===== src/rtl/pb_boot_pkg.sv =====
// Shared types and constants for the tile boot sequencer.
package pb_boot_pkg;

  typedef enum logic [2:0] {
    StIdle,
    StClkOn,
    StRstRel,
    StWake,
    StWaitEoc,
    StDone
  } boot_state_e;

  typedef logic [31:0] exit_t;

  localparam exit_t TimeoutExitCode = 32'hFFFF_FFFF;

endpackage


===== src/rtl/pb_boot_delay_cnt.sv =====
// Loadable down-counter with zero flag; used for settle delays and the EOC watchdog.
module pb_boot_delay_cnt #(
  parameter int unsigned Width = 32
) (
  input  logic             clk_i,
  input  logic             rst_i,
  input  logic             load_i,
  input  logic [Width-1:0] load_val_i,
  input  logic             dec_i,
  output logic             zero_o
);

  logic [Width-1:0] cnt_q;

  always_ff @(posedge clk_i) begin
    if (rst_i) begin
      cnt_q <= '0;
    end else if (load_i) begin
      cnt_q <= load_val_i;
    end else if (dec_i && (cnt_q != '0)) begin
      cnt_q <= cnt_q - Width'(1);
    end
  end

  assign zero_o = (cnt_q == '0);

endmodule


===== src/rtl/pb_tile_boot_ctrl.sv =====
// Tile boot sequencer: clock on, reset release, per-tile wake, EOC/exit-code collection.
// Optional EOC watchdog enabled by defining PB_BOOT_TIMEOUT_EN.
module pb_tile_boot_ctrl
  import pb_boot_pkg::*;
#(
  parameter int unsigned NumTiles        = 16,
  parameter int unsigned AddrWidth       = 48,
  parameter int unsigned ClkSettleCycles = 8,
  parameter int unsigned RstSettleCycles = 4,
  parameter int unsigned TimeoutCycles   = 2 ** 20
) (
  input  logic                   clk_i,
  input  logic                   rst_i,
  input  logic                   start_i,
  input  logic [NumTiles-1:0]    tile_mask_i,
  input  logic [AddrWidth-1:0]   entry_i,
  output logic [NumTiles-1:0]    tile_clk_en_o,
  output logic [NumTiles-1:0]    tile_rst_o,
  output logic [NumTiles-1:0]    tile_wake_o,
  output logic [AddrWidth-1:0]   tile_entry_o,
  input  logic [NumTiles-1:0]    tile_eoc_i,
  input  logic [NumTiles*32-1:0] tile_exit_i,
  output logic                   busy_o,
  output logic                   done_o,
  output exit_t                  exit_code_o,
  output logic [NumTiles-1:0]    fail_mask_o,
  output logic                   timeout_o
);

  boot_state_e         state_q;
  logic [NumTiles-1:0] mask_q, pend_q, eoc_seen_q;
  logic [NumTiles-1:0] mask_lo, pend_lo, new_eoc, eoc_seen_d, fail_d;
  exit_t               exit_d;
  logic                cap_en, found;
  logic                cnt_load, cnt_dec, cnt_zero;
  logic [31:0]         cnt_val;

  pb_boot_delay_cnt #(
    .Width(32)
  ) u_delay_cnt (
    .clk_i     (clk_i),
    .rst_i     (rst_i),
    .load_i    (cnt_load),
    .load_val_i(cnt_val),
    .dec_i     (cnt_dec),
    .zero_o    (cnt_zero)
  );

  // Lowest set bit selects the next tile to wake.
  assign mask_lo = mask_q & (~mask_q + NumTiles'(1));
  assign pend_lo = pend_q & (~pend_q + NumTiles'(1));

  always_comb begin
    cnt_load = 1'b0;
    cnt_val  = '0;
    cnt_dec  = 1'b0;
    case (state_q)
      StIdle, StDone: begin
        cnt_load = start_i;
        cnt_val  = 32'(ClkSettleCycles - 1);
      end
      StClkOn: begin
        cnt_load = cnt_zero;
        cnt_val  = 32'(RstSettleCycles - 1);
        cnt_dec  = ~cnt_zero;
      end
      StRstRel: cnt_dec = 1'b1;
      StWake: begin
        cnt_load = (pend_q == '0);
        cnt_val  = 32'(TimeoutCycles - 1);
      end
`ifdef PB_BOOT_TIMEOUT_EN
      StWaitEoc: cnt_dec = 1'b1;
`endif
      default: ;
    endcase
  end

  // The first EOC of each masked tile captures its code; the reported exit code
  // tracks the lowest-index failing tile, so an existing lower failure wins.
  always_comb begin
    cap_en     = (state_q == StWake) || (state_q == StWaitEoc);
    new_eoc    = cap_en ? (tile_eoc_i & mask_q & ~eoc_seen_q) : '0;
    eoc_seen_d = eoc_seen_q | new_eoc;
    fail_d     = fail_mask_o;
    exit_d     = exit_code_o;
    found      = 1'b0;
    for (int unsigned i = 0; i < NumTiles; i++) begin
      if (new_eoc[i] && (tile_exit_i[i*32 +: 32] != '0)) begin
        fail_d[i] = 1'b1;
      end
      if (!found) begin
        if (fail_mask_o[i]) begin
          found = 1'b1;
        end else if (new_eoc[i] && (tile_exit_i[i*32 +: 32] != '0)) begin
          exit_d = tile_exit_i[i*32 +: 32];
          found  = 1'b1;
        end
      end
    end
  end

`ifdef PB_BOOT_TIMEOUT_EN
  logic timeout_q;
  assign timeout_o = timeout_q;
`else
  assign timeout_o = 1'b0;
`endif

  always_ff @(posedge clk_i) begin
    if (rst_i) begin
      state_q       <= StIdle;
      mask_q        <= '0;
      pend_q        <= '0;
      eoc_seen_q    <= '0;
      tile_clk_en_o <= '0;
      tile_rst_o    <= '1;
      tile_wake_o   <= '0;
      tile_entry_o  <= '0;
      busy_o        <= 1'b0;
      done_o        <= 1'b0;
      exit_code_o   <= '0;
      fail_mask_o   <= '0;
`ifdef PB_BOOT_TIMEOUT_EN
      timeout_q     <= 1'b0;
`endif
    end else begin
      tile_wake_o <= '0;
      if (cap_en) begin
        eoc_seen_q  <= eoc_seen_d;
        fail_mask_o <= fail_d;
        exit_code_o <= exit_d;
      end
      case (state_q)
        StIdle, StDone: begin
          if (start_i) begin
            mask_q       <= tile_mask_i;
            tile_entry_o <= entry_i;
            eoc_seen_q   <= '0;
            done_o       <= 1'b0;
            exit_code_o  <= '0;
            fail_mask_o  <= '0;
`ifdef PB_BOOT_TIMEOUT_EN
            timeout_q    <= 1'b0;
`endif
            if (tile_mask_i == '0) begin
              state_q <= StDone;
              done_o  <= 1'b1;
            end else begin
              state_q       <= StClkOn;
              busy_o        <= 1'b1;
              tile_clk_en_o <= tile_mask_i;
              tile_rst_o    <= '1;
            end
          end
        end
        StClkOn: begin
          if (cnt_zero) begin
            state_q    <= StRstRel;
            tile_rst_o <= ~mask_q;
          end
        end
        StRstRel: begin
          if (cnt_zero) begin
            state_q     <= StWake;
            tile_wake_o <= mask_lo;
            pend_q      <= mask_q & ~mask_lo;
          end
        end
        StWake: begin
          tile_wake_o <= pend_lo;
          pend_q      <= pend_q & ~pend_lo;
          if (pend_q == '0) state_q <= StWaitEoc;
        end
        StWaitEoc: begin
          if (eoc_seen_d == mask_q) begin
            state_q <= StDone;
            done_o  <= 1'b1;
            busy_o  <= 1'b0;
`ifdef PB_BOOT_TIMEOUT_EN
          end else if (cnt_zero) begin
            state_q     <= StDone;
            done_o      <= 1'b1;
            busy_o      <= 1'b0;
            timeout_q   <= 1'b1;
            exit_code_o <= TimeoutExitCode;
            fail_mask_o <= fail_d | (mask_q & ~eoc_seen_d);
`endif
          end
        end
        default: state_q <= StIdle;
      endcase
    end
  end

endmodule


===== config.mk =====
export PLATFORM = sky130hd
export DESIGN_NAME = pb_tile_boot_ctrl
export DESIGN_NICKNAME = d
export VERILOG_FILES = /design/src/rtl/pb_boot_pkg.sv /design/src/rtl/pb_boot_delay_cnt.sv /design/src/rtl/pb_tile_boot_ctrl.sv
export SDC_FILE = /design/constraint.sdc
export NUM_CORES = 1
export LEC_CHECK = 0
export BUFFER_PORTS_ARGS = -buffer_cell sky130_fd_sc_hd__buf_2
export CAP_MARGIN = 20
export CORE_AREA = 3 3 286 288
export CTS_CLUSTER_SIZE = 14
export DETAILED_ROUTE_END_ITERATION = 16
export DIE_AREA = 0 0 289 291
export PLACE_DENSITY = 0.46
export SLEW_MARGIN = 0
export SYNTH_ARGS = -nofsm -noshare
export SYNTH_HDL_FRONTEND = slang
export SYNTH_SLANG_ARGS = --single-unit

===== constraint.sdc =====
create_clock -name clk_i -period 3 [get_ports clk_i]
set_input_delay 0.45 -clock clk_i [delete_from_list [all_inputs] [get_ports clk_i]]
set_output_delay 0.45 -clock clk_i [all_outputs]
set_load 0.03 [all_outputs]

Word level (Yosys, flattened, before mapping)
Index checks and enable logic that the tools add are counted.
- register bits after elaboration: 229
- input bits: 595
- $add $sub $neg: 3
- equal/unequal tests: 12
- mux-type cells: 145
- bitwise gates (word level): 14
- reduce and logical (&&, ||, !) cells: 51
- operators by type and width (kind ; count):
    $mux 32 ; 52
    $reduce_bool 32->1 ; 17
    $mux 16 ; 12
    $and 16x16->16 ; 6
    $pmux 16 s2 ; 3
    $not 16->16 ; 5
    $mux 1 ; 66
    $pmux 20 s3 ; 1
    $add 16x1->16 const B ; 2
    $logic_not 16->1 ; 2
    $logic_not 32->1 ; 1
    $sub 32x1->32 const B ; 1
    $mux 3 ; 6
    $logic_and 1x1->1 ; 17
    $eq 16x16->1 ; 1
    $or 16x16->16 ; 1
    $pmux 3 s5 ; 1
    $ne 2x2->1 const B ; 4
    $reduce_and 4->1 ; 2
    $reduce_bool 2->1 ; 4
    $eq 3x2->1 const B ; 2
    $eq 3x3->1 const B ; 2
    $pmux 1 s2 ; 3
    $reduce_and 3->1 ; 2
    other kinds (9) ; 12

Logic depth before layout (Yosys ltp)
- depth in word-level cells: 54
- depth in mapped cells: 15
- mapped depth without buffers: 12

Hierarchy
Synthesis repeated with hierarchy kept, for this count alone.
- cells, all modules: 2160
- area, all modules: 15740.1 um^2
- by module, submodules not included (module ; instances ; cells each ; area an instance (um^2) ; sequential area each (um^2)):
    pb_tile_boot_ctrl ; 1 ; 1927 ; 13746.9 ; 3923.8
    pb_boot_delay_cnt ; 1 ; 233 ; 1993.2 ; 640.6

Worst setup path after synthesis
Ideal clock, no wire load.
- path type: input-to-reg
- start: input port tile_exit_i[312]
- end: register exit_code_o[22]
- library setup time: 0.134 ns
- arrival time: 2.801 ns
- required time: 2.866 ns
- slack: 0.066 ns
- stages: 11
- buffers on the path: 2
- path through: nor4_1 nand4_1 o2111ai_1 or3b_1 buf_2 nor4_1 nand3_1 buf_2 o221a_2 o211ai_1 o22ai_1
- cells in the longest elaborated chain, start to end: 26
- elaborated cells between the ends (all ways): 34
- classes of those cells: mux: 32; reduce/logical: 2
- ends and longest elaborated chain (item ; line ; RTL):
    from (decl) ; pb_tile_boot_ctrl.sv:22 ; input logic [NumTiles*32-1:0] tile_exit_i,
    $reduce_bool 32->1 * ; pb_tile_boot_ctrl.sv:95 ; end else if (new_eoc[i] && (tile_exit_i[i*32 +: 32] != '0)) begin
    $logic_and 1x1->1 * ; pb_tile_boot_ctrl.sv:95 ;
    $mux 32 ; pb_tile_boot_ctrl.sv:95 ;
    $mux 32 ; pb_tile_boot_ctrl.sv:93 ; if (fail_mask_o[i]) begin
    $mux 32 ; pb_tile_boot_ctrl.sv:92 ; if (!found) begin
    $mux 32 ; pb_tile_boot_ctrl.sv:95 ;
    $mux 32 ; pb_tile_boot_ctrl.sv:93 ;
    $mux 32 ; pb_tile_boot_ctrl.sv:92 ;
    [10 not listed] ; - ;
    $mux 32 ; pb_tile_boot_ctrl.sv:93 ;
    $mux 32 ; pb_tile_boot_ctrl.sv:92 ;
    $mux 32 ; pb_tile_boot_ctrl.sv:95 ;
    $mux 32 ; pb_tile_boot_ctrl.sv:93 ;
    $mux 32 * ; pb_tile_boot_ctrl.sv:92 ;
    $mux 32 * ; pb_tile_boot_ctrl.sv:129 ; if (cap_en) begin
    $mux 32 ; pb_tile_boot_ctrl.sv:136 ; if (start_i) begin
    $mux 32 * ; pb_tile_boot_ctrl.sv:134 ; case (state_q)
    to (signal assigned) ; pb_tile_boot_ctrl.sv:132 ; exit_code_o <= exit_d;
    to (decl) ; pb_tile_boot_ctrl.sv:25 ; output exit_t exit_code_o,
Every way passes the cells marked *; elsewhere a longest branch is shown, timed or not.
A chain may end at the register's enable or synchronous reset.

Worst setup path after layout
- start: register state_q[2]
- end: register exit_code_o[22]
- cells in the longest elaborated chain, start to end: 54
- elaborated cells between the ends (all ways): 117
- classes of those cells: eq/ne: 3; mux: 95; reduce/logical: 19
- ends and longest elaborated chain (item ; line ; RTL):
    from (decl) ; pb_tile_boot_ctrl.sv:30 ; boot_state_e state_q;
    from (signal assigned) ; pb_tile_boot_ctrl.sv:112 ; state_q <= StIdle;
    from (signal assigned) ; pb_tile_boot_ctrl.sv:147 ; state_q <= StDone;
    from (signal assigned) ; pb_tile_boot_ctrl.sv:150 ; state_q <= StClkOn;
    $eq 3x2->1 or $eq 3x3->1 (tied branches) ; pb_tile_boot_ctrl.sv:82 ; cap_en = (state_q == StWake) || (state_q == StWaitEoc);
    $logic_or 1x1->1 ; pb_tile_boot_ctrl.sv:82 ;
    $mux 16 ; pb_tile_boot_ctrl.sv:83 ; new_eoc = cap_en ? (tile_eoc_i & mask_q & ~eoc_seen_q) : '0;
    $logic_and 1x1->1 ; pb_tile_boot_ctrl.sv:95 ;
    $mux 32 ; pb_tile_boot_ctrl.sv:95 ;
    $mux 32 ; pb_tile_boot_ctrl.sv:93 ;
    $mux 32 ; pb_tile_boot_ctrl.sv:95 ;
    $mux 32 ; pb_tile_boot_ctrl.sv:93 ;
    [38 not listed] ; - ;
    $mux 32 ; pb_tile_boot_ctrl.sv:93 ;
    $mux 32 ; pb_tile_boot_ctrl.sv:92 ;
    $mux 32 ; pb_tile_boot_ctrl.sv:95 ;
    $mux 32 ; pb_tile_boot_ctrl.sv:93 ;
    $mux 32 ; pb_tile_boot_ctrl.sv:92 ;
    $mux 32 ; pb_tile_boot_ctrl.sv:129 ;
    $mux 32 ; pb_tile_boot_ctrl.sv:136 ;
    $mux 32 * ; pb_tile_boot_ctrl.sv:134 ;
Marks and branches as above.

==> run_results.csv <==
group,metric,value,unit
run_status,status,"finished, violations left",
run_status,violations,"negative setup slack",
critical_path,cp_top_family,"compound AO/OA/AOI/OAI gates",
sta,slew_violations,0,
clocking,clk_path_buf_depth,3,
cells_and_area,nNetsFinal,4211,
floorplanning,die_h,291,um
synth,ys_seq_area_frac,0.288,
place,port_buffers,740,
route,ant_nets,0,
cells_and_area,n_fill_cell,8424,
cells_and_area,area_growth,90.7,%
critical_path,cp-endpoint,"exit_code_o[22]",
min_path,hold_class,"primary input to register",
critical_path,start_kind,"register",
clocking,hold_buffers,0,
synth,async_reset_ff_frac,0,
critical_path,cp-end-kind,"register",
clocking,h-tree-depth,1,
clocking,cts_tree,"built",
grt,grt_remaining_overflow,0,
grt,grt_pass1_wl,187000,um
critical_path,path_buf_inv,4,
floorplanning,io_pins,742,
synth,synthesis.nets,2800,
route,viasPerCell,5.43,
floorplanning,start_util,0.200,
grt,grt_max_degree,133,
run,drv_cap,0,
sta,fin_skew,0.0349,ns
route,wl,139000,um
synth,syn-cell-area,0.0158,mm^2
power_and_ir_drop,peakVddDrop,0.000436,V
synth,ys_seq_elements,228,
synth,ys_warn_count,0,
critical_path,rr_worst_depth,14,
route,vias,25623,
critical_path,cp_max_fo,5,
critical_path,r2r-end,"exit_code_o[22]",
route,drc,0,
power_and_ir_drop,p_leak,13.4,nW
synth,yosys.area.top_type,"dfxtp_1",
clocking,numCtsBuffers,30,
power_and_ir_drop,total_power,16.5,mW
synth,synth_edf_count,0,
synth,avgSynthCellArea,7.19,um^2
critical_path,crit_top_cell,"buf_6",
floorplanning,coreArea,0.0791,mm^2
synth,synth_top_area_share,0.288,
clocking,clock_sinks,228,
critical_path,path_cells,"buf_6 -> and3b_2 -> o2111ai_4 -> buf_6 -> a211o_1 -> or3_4 -> buf_6 -> buf_6 -> mux2i_1 -> o211a_1 -> o21ai_2 -> o2111ai_1 -> and3_4 -> o22ai_1",
sta,relSlewSlack,0.513,
synth,synth.top_cells.by_area,"dfxtp_1 (29%), nor4_1 (6.8%), a21oi_1 (5.7%)",
critical_path,critPathMaxStageDelay,0.48,ns
route,drt-initial-drc-count,2213,
clocking,clock_latency,0.61,ns
critical_path,crit_type,"register to register",
grt,grt_pass1_vias,24894,
critical_path,crit_slowest_cell,"or3_4",
synth,synth_cell_type_count,84,
critical_path,r2r_setup_slack,-0.32,ns
sta,setup_ws,-0.322,ns
synth,ys.flop_type,"dfxtp_1",
synth,ys_top_cells_by_count,"nand2_1 (234), dfxtp_1 (228), nor2_1 (217)",
power_and_ir_drop,power_density,545,mW/mm^2
critical_path,worstPathRequired,3.51,ns
clocking,clk_pin_slew,0.06,ns
sta,period_needed,3.32,ns
critical_path,worstPathArrival,3.83,ns
clocking,cts-root-buf,"clkbuf_16",
critical_path,cp_num_cells,14,
sta,timing_hold_violations_final,0,
sta,setup_viol,35,
route,drt_pass1_iterations,5,
critical_path,crit_start,"state_q[2]",
synth,synth.most_common_cell,"nand2_1",
grt,track_usage,0.310,
route,wire_per_inst,29.6,um
cells_and_area,drive_above_1_share,0.526,
grt,antenna_found_initial,44,
sta,tightest_slew,0.730,ns
floorplanning,fp.dieW,289,um
place,place_congestion,1.05,
place,dp_hpwl,113000,um
synth,netlist_instances,2204,
sta,fmax,301,MHz
sta,rsz0062_at_grt,"true",
sta,timing.final.crit_share,1.11,
place,place_worst_setup_slack,-1.08,ns
cells_and_area,ff_latch_area,0.00457,mm^2
critical_path,rr_startpoint,"state_q[2]",
floorplanning,rows,103,
cells_and_area,multi_input_area,0.0122,mm^2
floorplanning,die-area,0.0841,mm^2
-- worst min-delay path by stage --
stage                       from           endpoint  slack (ns)  depth (start not counted)
2_1_floorplan     eoc_seen_q[10]     eoc_seen_q[10]        0.44                          2
3_3_place_gp    tile_entry_o[29]   tile_entry_o[29]        0.44                          2
3_5_place_dp   tile_clk_en_o[12]  tile_clk_en_o[12]        0.45                          2
4_1_cts              entry_i[17]   tile_entry_o[17]        0.04                          3
5_1_grt              entry_i[46]   tile_entry_o[46]        0.06                          3
6_report             entry_i[28]   tile_entry_o[28]        0.07                          3
-- flip-flops by register name, indices dropped and copies added, names as in the netlist, 16 cells and up --
signal,flops
tile_rst_o,16
u_delay_cnt.cnt_q,32
eoc_seen_q,16
tile_clk_en_o,16
exit_code_o,32
tile_entry_o,48
mask_q,16
tile_wake_o,16
fail_mask_o,16
-- logic make-up after synthesis --
family / synth area share
flip-flops: 0.288
AO/OA/AOI/OAI: 0.319
other: 0.000237
multiplexers: 0.0236
buffers and inverters: 0.0604
XOR/XNOR: 0.00829
AND/OR/NAND/NOR: 0.299
adder cells (fa/ha/maj): 0.000789
-- report_power, final --
group          switching (mW)  total [mW]  leakage (nW)  internal [mW]
combinational            5.18        8.83          11.1           3.65
sequential              0.353        3.84          1.85           3.49
clock                    1.52        3.79         0.517           2.27
-- placed cells by master (no fill, tap or decap), drive strengths merged, types with 32 or more instances in the layout --
cell / n
a211oi: 55
nor3: 50
o22ai: 44
nand3: 75
nor4: 174
a21oi: 183
inv: 49
o21ai: 151
mux2i: 34
clkbuf: 43
a221oi: 38
nand2: 235
nor2: 223
o221ai: 32
dfxtp: 228
a32oi: 37
nand4: 62
buf: 1554
o2111ai: 38
-- through the flow --
stage / hold slack (ns) / cells / area [um^2] / setup TNS (ns) / utilization
6_report: 0.0747 / 4715 / 30200 / -7.74 / 0.382
5_1_grt: 0.0621 / 4694 / 30200 / -11.53 / 0.381
4_1_cts: 0.0387 / 4654 / 29200 / -7.02 / 0.369
3_5_place_dp: 0.445 / 4557 / 26100 / -27.11 / 0.330
3_3_place_gp: 0.439 / 4557 / 26100 / -26.48 / 0.330
2_1_floorplan: 0.438 / 2204 / 15800 / 0 / -
-- routing by layer --
layer,vias to the layer above,wire (um),global-route usage
met1,12287,49900,0.343
met3,458,13800,0.0954
li1,11378,-,-
met4,32,11600,0.204
met2,1468,63800,0.512
met5,-,208,0
-- final cells by class --
cell class	instances	share of cell area
Timing Repair Buffer	1562	0.360
Antenna cell	28	0.00232
Inverter	49	0.00609
Clock inverter	17	0.00708
Clock buffer	37	0.0270
Multi-Input combinational cell	1744	0.402
Sequential cell	228	0.151
Tap cell	1050	0.0435
-- tightest hold or removal path, delay by kind of cell --
family	cells	cell delay, ns
AND/OR/NAND/NOR	1	0.04
AO/OA/AOI/OAI	1	0.05
buffers and inverters	1	0.10
-- timing repair --
item / in CTS / in global routing
cloned: 12 / 6
gates resized for setup: 312 / 140
setup buffers: 41 / 47
setup endpoints to repair: 38 / 39
pin swaps: 99 / 105
(Power assumes the default switching activity.)
